[src/rtl/tetris_input_ctrl_pkg.sv]
// Shared enum_type package: game engine state / command encoding and button indices.
// NONE is encoded as zero so an idle command bus reads as all-zero.
package enum_type;

  typedef enum logic [3:0] {
    NONE       = 4'd0,
    INIT       = 4'd1,
    GEN        = 4'd2,
    WAIT       = 4'd3,
    END        = 4'd4,
    DOWN       = 4'd5,
    BAR        = 4'd6,
    LEFT       = 4'd7,
    RIGHT      = 4'd8,
    ROTATE     = 4'd9,
    ROTATE_REV = 4'd10,
    DROP       = 4'd11,
    HOLD       = 4'd12
  } state_type;

  localparam int NUM_BTNS       = 6;
  localparam int BTN_LEFT       = 0;
  localparam int BTN_RIGHT      = 1;
  localparam int BTN_ROTATE     = 2;
  localparam int BTN_ROTATE_REV = 3;
  localparam int BTN_DROP       = 4;
  localparam int BTN_HOLD       = 5;

  function automatic state_type btn_cmd(input logic [2:0] idx);
    case (idx)
      3'd0:    return LEFT;
      3'd1:    return RIGHT;
      3'd2:    return ROTATE;
      3'd3:    return ROTATE_REV;
      3'd4:    return DROP;
      3'd5:    return HOLD;
      default: return NONE;
    endcase
  endfunction

endpackage

[src/rtl/tetris_input_ctrl_btn_debounce.sv]
// btn_debounce: 2-FF synchronizer followed by a level debouncer; the output only
// follows the input after DEBOUNCE_CYCLES consecutive identical synchronized samples.
module btn_debounce #(
  parameter logic [19:0] DEBOUNCE_CYCLES = 20'd1_000_000
) (
  input  logic clk,
  input  logic reset_n,
  input  logic i_btn,
  output logic o_level
);

  logic        r_sync1;
  logic        r_sync2;
  logic        r_level;
  logic [19:0] r_cnt;

  always_ff @(posedge clk) begin
    if (!reset_n) begin
      r_sync1 <= 1'b0;
      r_sync2 <= 1'b0;
      r_level <= 1'b0;
      r_cnt   <= '0;
    end else begin
      r_sync1 <= i_btn;
      r_sync2 <= r_sync1;
      if (r_sync2 != r_level) begin
        if (r_cnt == DEBOUNCE_CYCLES - 20'd1) begin
          r_level <= r_sync2;
          r_cnt   <= '0;
        end else begin
          r_cnt <= r_cnt + 20'd1;
        end
      end else begin
        // any sample matching the accepted level restarts the stability window
        r_cnt <= '0;
      end
    end
  end

  assign o_level = r_level;

endmodule

[src/rtl/tetris_input_ctrl.sv]
// tetris_input_ctrl: debounced buttons + gravity (+ optional garbage rows) arbitrated into a
// small command FIFO whose head drives ctrl. Garbage feature enabled by macro TETRIS_GARBAGE_EN.
module tetris_input_ctrl
  import enum_type::*;
#(
  parameter logic [19:0] DEBOUNCE_CYCLES = 20'd1_000_000,
  parameter logic [26:0] GRAVITY_CYCLES  = 27'd50_000_000,
  parameter logic [31:0] GARBAGE_CYCLES  = 32'd500_000_000,
  parameter int          FIFO_DEPTH      = 4
) (
  input  logic       clk,
  input  logic       reset_n,
  input  logic [5:0] btn,
  input  state_type  state,
  output state_type  ctrl,
  output logic [9:0] bar_mask
);

  localparam int PTR_W = $clog2(FIFO_DEPTH);
  localparam int CNT_W = PTR_W + 1;

  logic [NUM_BTNS-1:0] w_level;
  logic [NUM_BTNS-1:0] r_level_d;
  logic [NUM_BTNS-1:0] w_rise;
  logic [NUM_BTNS-1:0] r_pend_btn;
  logic [NUM_BTNS-1:0] w_clr_btn;
  logic                r_pend_down;
  logic                w_pend_bar;
  logic [26:0]         r_grav;
  logic                w_run;
  logic                w_grav_tc;
  logic [2:0]          w_btn_idx;
  state_type           w_cmd;
  logic                w_push;
  logic                w_pop;
  logic                w_full;
  logic                w_empty;
  logic [PTR_W-1:0]    r_wr_ptr;
  logic [PTR_W-1:0]    r_rd_ptr;
  logic [CNT_W-1:0]    r_count;
  state_type           r_fifo [FIFO_DEPTH];

  for (genvar g = 0; g < NUM_BTNS; g++) begin : g_db
    btn_debounce #(
      .DEBOUNCE_CYCLES(DEBOUNCE_CYCLES)
    ) u_btn_debounce (
      .clk    (clk),
      .reset_n(reset_n),
      .i_btn  (btn[g]),
      .o_level(w_level[g])
    );
  end

  assign w_rise    = w_level & ~r_level_d;
  assign w_run     = (state != INIT) && (state != END);
  assign w_grav_tc = w_run && (r_grav == GRAVITY_CYCLES - 27'd1);
  assign w_empty   = (r_count == '0);
  assign w_full    = (r_count == CNT_W'(FIFO_DEPTH));
  assign w_pop     = !w_empty && ((state == INIT) || (state == WAIT) || (state == END));

  // fixed priority: DOWN, BAR, then lowest button index
  always_comb begin
    w_btn_idx = '0;
    for (int i = NUM_BTNS - 1; i >= 0; i--) begin
      if (r_pend_btn[i]) w_btn_idx = 3'(i);
    end
    w_cmd = NONE;
    if (r_pend_down)     w_cmd = DOWN;
    else if (w_pend_bar) w_cmd = BAR;
    else if (|r_pend_btn) w_cmd = btn_cmd(w_btn_idx);
  end

  assign w_push    = (w_cmd != NONE) && (!w_full || w_pop);
  assign w_clr_btn = (w_push && !r_pend_down && !w_pend_bar) ?
                     (NUM_BTNS'(1) << w_btn_idx) : '0;

  always_ff @(posedge clk) begin
    if (!reset_n) begin
      r_level_d   <= '0;
      r_pend_btn  <= '0;
      r_pend_down <= 1'b0;
      r_grav      <= '0;
      r_wr_ptr    <= '0;
      r_rd_ptr    <= '0;
      r_count     <= '0;
    end else begin
      r_level_d <= w_level;
      if (!w_run || w_grav_tc) r_grav <= '0;
      else                     r_grav <= r_grav + 27'd1;
      // a fresh edge on the same cycle as the enqueue is a new press, so set wins
      r_pend_down <= (r_pend_down & ~(w_push && (w_cmd == DOWN))) | w_grav_tc;
      r_pend_btn  <= (r_pend_btn & ~w_clr_btn) | w_rise;
      if (w_push) r_wr_ptr <= r_wr_ptr + PTR_W'(1);
      if (w_pop)  r_rd_ptr <= r_rd_ptr + PTR_W'(1);
      case ({w_push, w_pop})
        2'b10:   r_count <= r_count + CNT_W'(1);
        2'b01:   r_count <= r_count - CNT_W'(1);
        default: r_count <= r_count;
      endcase
    end
  end

  always_ff @(posedge clk) begin
    if (w_push) r_fifo[r_wr_ptr] <= w_cmd;
  end

  assign ctrl = w_empty ? NONE : r_fifo[r_rd_ptr];

`ifdef TETRIS_GARBAGE_EN
  logic [15:0] r_lfsr;
  logic [31:0] r_garb;
  logic        r_pend_bar;
  logic [9:0]  r_mask [FIFO_DEPTH];
  logic        w_lfsr_fb;
  logic [3:0]  w_lfsr_mod;
  logic [9:0]  w_new_mask;
  logic        w_garb_tc;

  assign w_lfsr_fb  = r_lfsr[15] ^ r_lfsr[13] ^ r_lfsr[12] ^ r_lfsr[10];
  assign w_lfsr_mod = 4'(r_lfsr % 16'd10);
  assign w_new_mask = 10'h3FF & ~(10'd1 << w_lfsr_mod);
  assign w_garb_tc  = w_run && (r_garb == GARBAGE_CYCLES - 32'd1);
  assign w_pend_bar = r_pend_bar;

  always_ff @(posedge clk) begin
    if (!reset_n) begin
      r_lfsr     <= 16'hACE1;
      r_garb     <= '0;
      r_pend_bar <= 1'b0;
    end else begin
      r_lfsr <= {r_lfsr[14:0], w_lfsr_fb};
      if (!w_run || w_garb_tc) r_garb <= '0;
      else                     r_garb <= r_garb + 32'd1;
      r_pend_bar <= (r_pend_bar & ~(w_push && (w_cmd == BAR))) | w_garb_tc;
    end
  end

  // the hole position is frozen when the BAR entry is written, not when it is popped
  always_ff @(posedge clk) begin
    if (w_push) r_mask[r_wr_ptr] <= w_new_mask;
  end

  assign bar_mask = (!w_empty && (ctrl == BAR)) ? r_mask[r_rd_ptr] : '0;
`else
  logic w_unused_garbage;

  assign w_unused_garbage = ^GARBAGE_CYCLES;
  assign w_pend_bar       = 1'b0;
  assign bar_mask         = '0;
`endif

endmodule
[config.mk]
export PLATFORM = sky130hd
export DESIGN_NAME = tetris_input_ctrl
export DESIGN_NICKNAME = d
export VERILOG_FILES = /design/src/rtl/tetris_input_ctrl_pkg.sv /design/src/rtl/tetris_input_ctrl_btn_debounce.sv /design/src/rtl/tetris_input_ctrl.sv
export SDC_FILE = /design/constraint.sdc
export NUM_CORES = 1
export LEC_CHECK = 0
export ABC_AREA = 1
export BUFFER_PORTS_ARGS = -buffer_cell sky130_fd_sc_hd__buf_2
export CAP_MARGIN = 20
export CORE_MARGIN = 10
export CORE_UTILIZATION = 60
export CTS_BUF_LIST = sky130_fd_sc_hd__clkbuf_4 sky130_fd_sc_hd__clkbuf_8
export DETAILED_ROUTE_END_ITERATION = 12
export GPL_ROUTABILITY_DRIVEN = 0
export PLACE_DENSITY = 0.86
export SYNTH_ARGS = -nofsm -noshare
export SYNTH_HDL_FRONTEND = slang
export SYNTH_HIERARCHICAL = 1
export SYNTH_SLANG_ARGS = --single-unit
[constraint.sdc]
create_clock -name clk -period 2.9 [get_ports clk]
set_clock_uncertainty 0.1 [all_clocks]
set_input_delay 0 -clock clk [delete_from_list [all_inputs] [get_ports clk]]
set_output_delay 0 -clock clk [all_outputs]
set_load 0.005 [all_outputs]
==> results by group <==
Floorplan
  • Die Span Y: around 150 µm
  • Core Box Area: 16600 µm²
  • IO Count: 26
  • Die X: 150 µm
  • Row Count: 47
  • Die area: approximately 23000 µm²
  • Initial Utilization: 61.4%

STA
  • Unrepaired setup endpoints after global routing: false
  • Fmax achieved: around 370 MHz
  • Final Hold Viols: 0
  • Tcrit/Tclk final: between 90% and 100%
  • Rel. slew slack: 61.1%
  • Max Slew Vio Count: 0
  • Crit path time final: 2690 ps
  • Final setup fails: 0
  • Actual slew at the worst max-slew pin: 583 ps
  • Hold Slack: 22.1 ps
  • Final worst-path setup slack: 214 ps
  • Setup_tns: 0 ps

Critical path
  • RR Startpoint: r_grav[0]$_SDFF_PP0_
  • Crit-path slowest cell: dlygate4sd3_1
  • R2R Path End: r_grav[13]$_SDFF_PP0_
  • CP Launch Type: input port
  • CP Launch Point: state[1]
  • Crit-path cells: dlygate4sd3_1 > buf_2 > nor2_1 > nand3_1 > dlygate4sd3_1 > nand2_1 > dlygate4sd3_1 > nand2_1 > nor2_2 > fa_1 > nor2_1 > nor2_1
  • Required @ worst endpoint: 3200 ps
  • Crit path DAT: approximately 3000 ps
  • Worst path max stage delay: around 570 ps
  • Internal reg-to-reg setup slack: 1000 ps
  • Crit. End Element: register
  • Worst r2r path cells: 8
  • Setup Crit Path Kind: in2reg
  • Crit path max fanout: 8

Layout
  • Fin area: 11300 µm²
  • Area Overhead vs Synth: 10.9%
  • Ant diodes: 0
  • Post-layout util: approximately two thirds
  • Final nets: about 1500
  • Layout cells sized above 1: 14.5%
  • Non-filler cells in the finished layout: 1685

Synth
  • Largest family of logic cells by synthesized area: simple AND/OR/NAND/NOR gates
  • Post-synthesis adder-cell area fraction: 1.55%
  • Post-Synthesis Cells: about 1400
  • Post-synth top area cell: dfxtp_1
  • YS warnings: 6
  • Synth Area in XOR/XNOR: under 10%
  • Synth Area in Compound Gates: 6.72%
  • Post-synthesis mux area share: 0%
  • Area contributors post-synth: dfxtp_1 37%, nand2_1 11%, nor2_1 8.1%
  • Post-Syn Area: 10200 µm²
  • Cell variety after synth: 38
  • Simple-gate share of the synthesized area: 37.0%
  • Synthesized flop and latch total: between 200 and 250
  • Synthesized area per cell: 7.37 µm²
  • Synth top area share: 36.8%
  • Register area share after synthesis: between 40 and 50%

Placed design
  • DP Wirelength: 14.1 mm
  • Post-placement setup slack: 1030 ps
  • Port buffer count: 15
  • Post-Place Cells: 1606
  • Placed cell areas: 10300 µm²

Routing
  • Drc violations: 0
  • Detailed Route Iter0 Violations: approximately 500
  • Total routed wirelength: 20.4 mm
  • DRT antenna net count: 0
  • DR vias: 8734
  • Avg WL per Cell: 12.1 µm
  • Drt pass-1 iters: 7
  • Avg Vias per Cell: 5.18

Hold path
  • HP Start: state[0]
  • Cell count of the worst hold path: 6
  • Hold crit path type: in2reg
  • Hold endpoint: r_wr_ptr[0]$_SDFFE_PN0P_

Outcome
  • Status: finished, final reports clean

Global routing
  • First-pass GRT wire length: about 35 mm
  • Vias in the first global route: 8188
  • GR Util All Layers: roughly 18%
  • Antenna violations before repair: 0
  • Grt ovf: 0
  • Pin count of the biggest net entering global routing: 29

Power and ir drop
  • Int Pwr: 4.52 mW
  • Total Power: 5.69 mW
  • Leakage: around 3.8 nW
  • Sw Pwr: 1.16 mW
  • Max IR drop VDD: 0.000344 V
  • Cell area power density: approximately 500 nW/µm²
  • Clk pwr share: 48.2%
  • Switching share of power: 20.5%
  • Combinational share of power: 1.8%
  • Seq pwr share: about 50%

Clocking
  • CTS Buf Count: 34
  • Worst-case clock buffer depth: 3
  • CTS sink count: 203
  • H-tree depth: 2
  • Reg clk slew, reported paths: 60 ps
  • Clock root cell: clkbuf_8
  • CTS tree: done
  • Clock Latency Late Sink: 510 ps

Run
  • Max Cap Viol: 0
cell families (layout without fill, tap and decap cells):
| family | count (synthesis) | in the layout |
|---|---|---|
| AO/OA/AOI/OAI | 125 | 125 |
| buffers and inverters | 180 | 254 |
| XOR/XNOR | 59 | 59 |
| adder cells (fa/ha/maj) | 12 | 12 |
| AND/OR/NAND/NOR | 802 | 802 |
| flip-flops | 203 | 203 |
| other | 1 | 10 |
synthesized netlist by cell type:
library cell  instances
nand2_2               1
o21bai_1              8
buf_12                6
nand3_4               1
o21ai_0              34
and3_1                1
or2_2                10
nor3b_1               4
fa_1                  1
conb_1                1
or2_0                12
nor2_2               78
nand3b_1             12
nor3_1               12
inv_1               152
nand3_1              87
xnor2_1              28
nor3_2                1
buf_4                10
nand4_1              41
buf_6                 2
o22ai_1               3
nand3_2              19
ha_1                 11
nand2_4               7
clkbuf_1              3
nand2_1             293
a21oi_1              70
o211ai_1              1
xor2_1               31
inv_2                 7
a41oi_1               1
nor2_4                3
edfxtp_1             16
a21boi_0              1
nor2_1              220
dfxtp_1             187
a21oi_2               7
worst max path at each step:
stage                     cells past startpoint                      end  slack, ps
final                                        12  r_count[1]$_SDFFE_PN0P_        210
after global routing                         13  r_count[2]$_SDFFE_PN0P_         20
after CTS                                    12  r_count[1]$_SDFFE_PN0P_        280
after detailed placement                      8    r_grav[21]$_SDFF_PP0_       1030
after global placement                        8    r_grav[17]$_SDFF_PP0_       1110
after floorplan                               8  r_count[1]$_SDFFE_PN0P_       1200
power by group through the flow:
stage          registers [mW]  clock network, mW  logic [mW]
5_1_grt                  2.84               2.94       0.114
3_3_place_gp             2.90                  0      0.0809
2_1_floorplan            2.90                  0      0.0790
3_5_place_dp             2.91                  0      0.0822
4_1_cts                  2.84               2.81       0.100
6_report                 2.84               2.74       0.101
cells in the final DEF, fill, tap and decap left out, drive strengths merged, types with 12 or more instances in the layout:
cell / n
nand3: 107
buf: 16
clkbuf: 59
or2: 22
nor2: 301
nand2: 301
edfxtp: 16
inv: 159
nand3b: 12
nand4: 41
xor2: 31
dfxtp: 187
nor3: 13
xnor2: 28
dlygate4sd3: 17
o21ai: 34
a21oi: 77
critical path: cells and delay by family:
| family | cells | cell delay, ps |
|---|---|---|
| buffers and inverters | 4 | 1810 |
| adders and majority gates | 1 | 420 |
| and+or+nand+nor | 7 | 770 |
layer usage:
layer  vias to the layer above  global-route usage (%)  routed length [µm]
li1                       4505                       -                   -
met1                      3953                    22.1                9280
met2                       232                    31.0                9640
met3                        44                    3.24                 989
met4                         0                    6.61                 445
met5                         -                       0                   0
sequential cells by signal, indices dropped and copies added (netlist names), named ones only:
name / flops
r_wr_ptr: 2
r_count: 3
r_fifo: 16
g_db.u_btn_debounce/r_sync1: 6
g_db.u_btn_debounce/o_level: 6
g_db.u_btn_debounce/r_cnt: 120
r_pend_btn: 6
g_db.u_btn_debounce/r_sync2: 6
r_pend_down: 1
r_rd_ptr: 2
r_level_d: 6
r_grav: 27
layout make-up:
cell class / instances / area, µm²
clock buffer: 59 / 762
tap: 220 / 275
inverter: 159 / 597
multi-input combinational: 1008 / 5160
fill: 1322 / 5290
clock inverter: 3 / 15.0
sequential: 203 / 4220
timing repair buffer: 33 / 253
what timing repair did:
action	in CTS	in global routing
resized for setup	0	1
endpoints found under the hold margin	24	0
endpoints found under the setup margin	0	2
setup buffers	0	0
hold buffers	17	0
No activity file was read; power rests on OpenSTA's default activity.
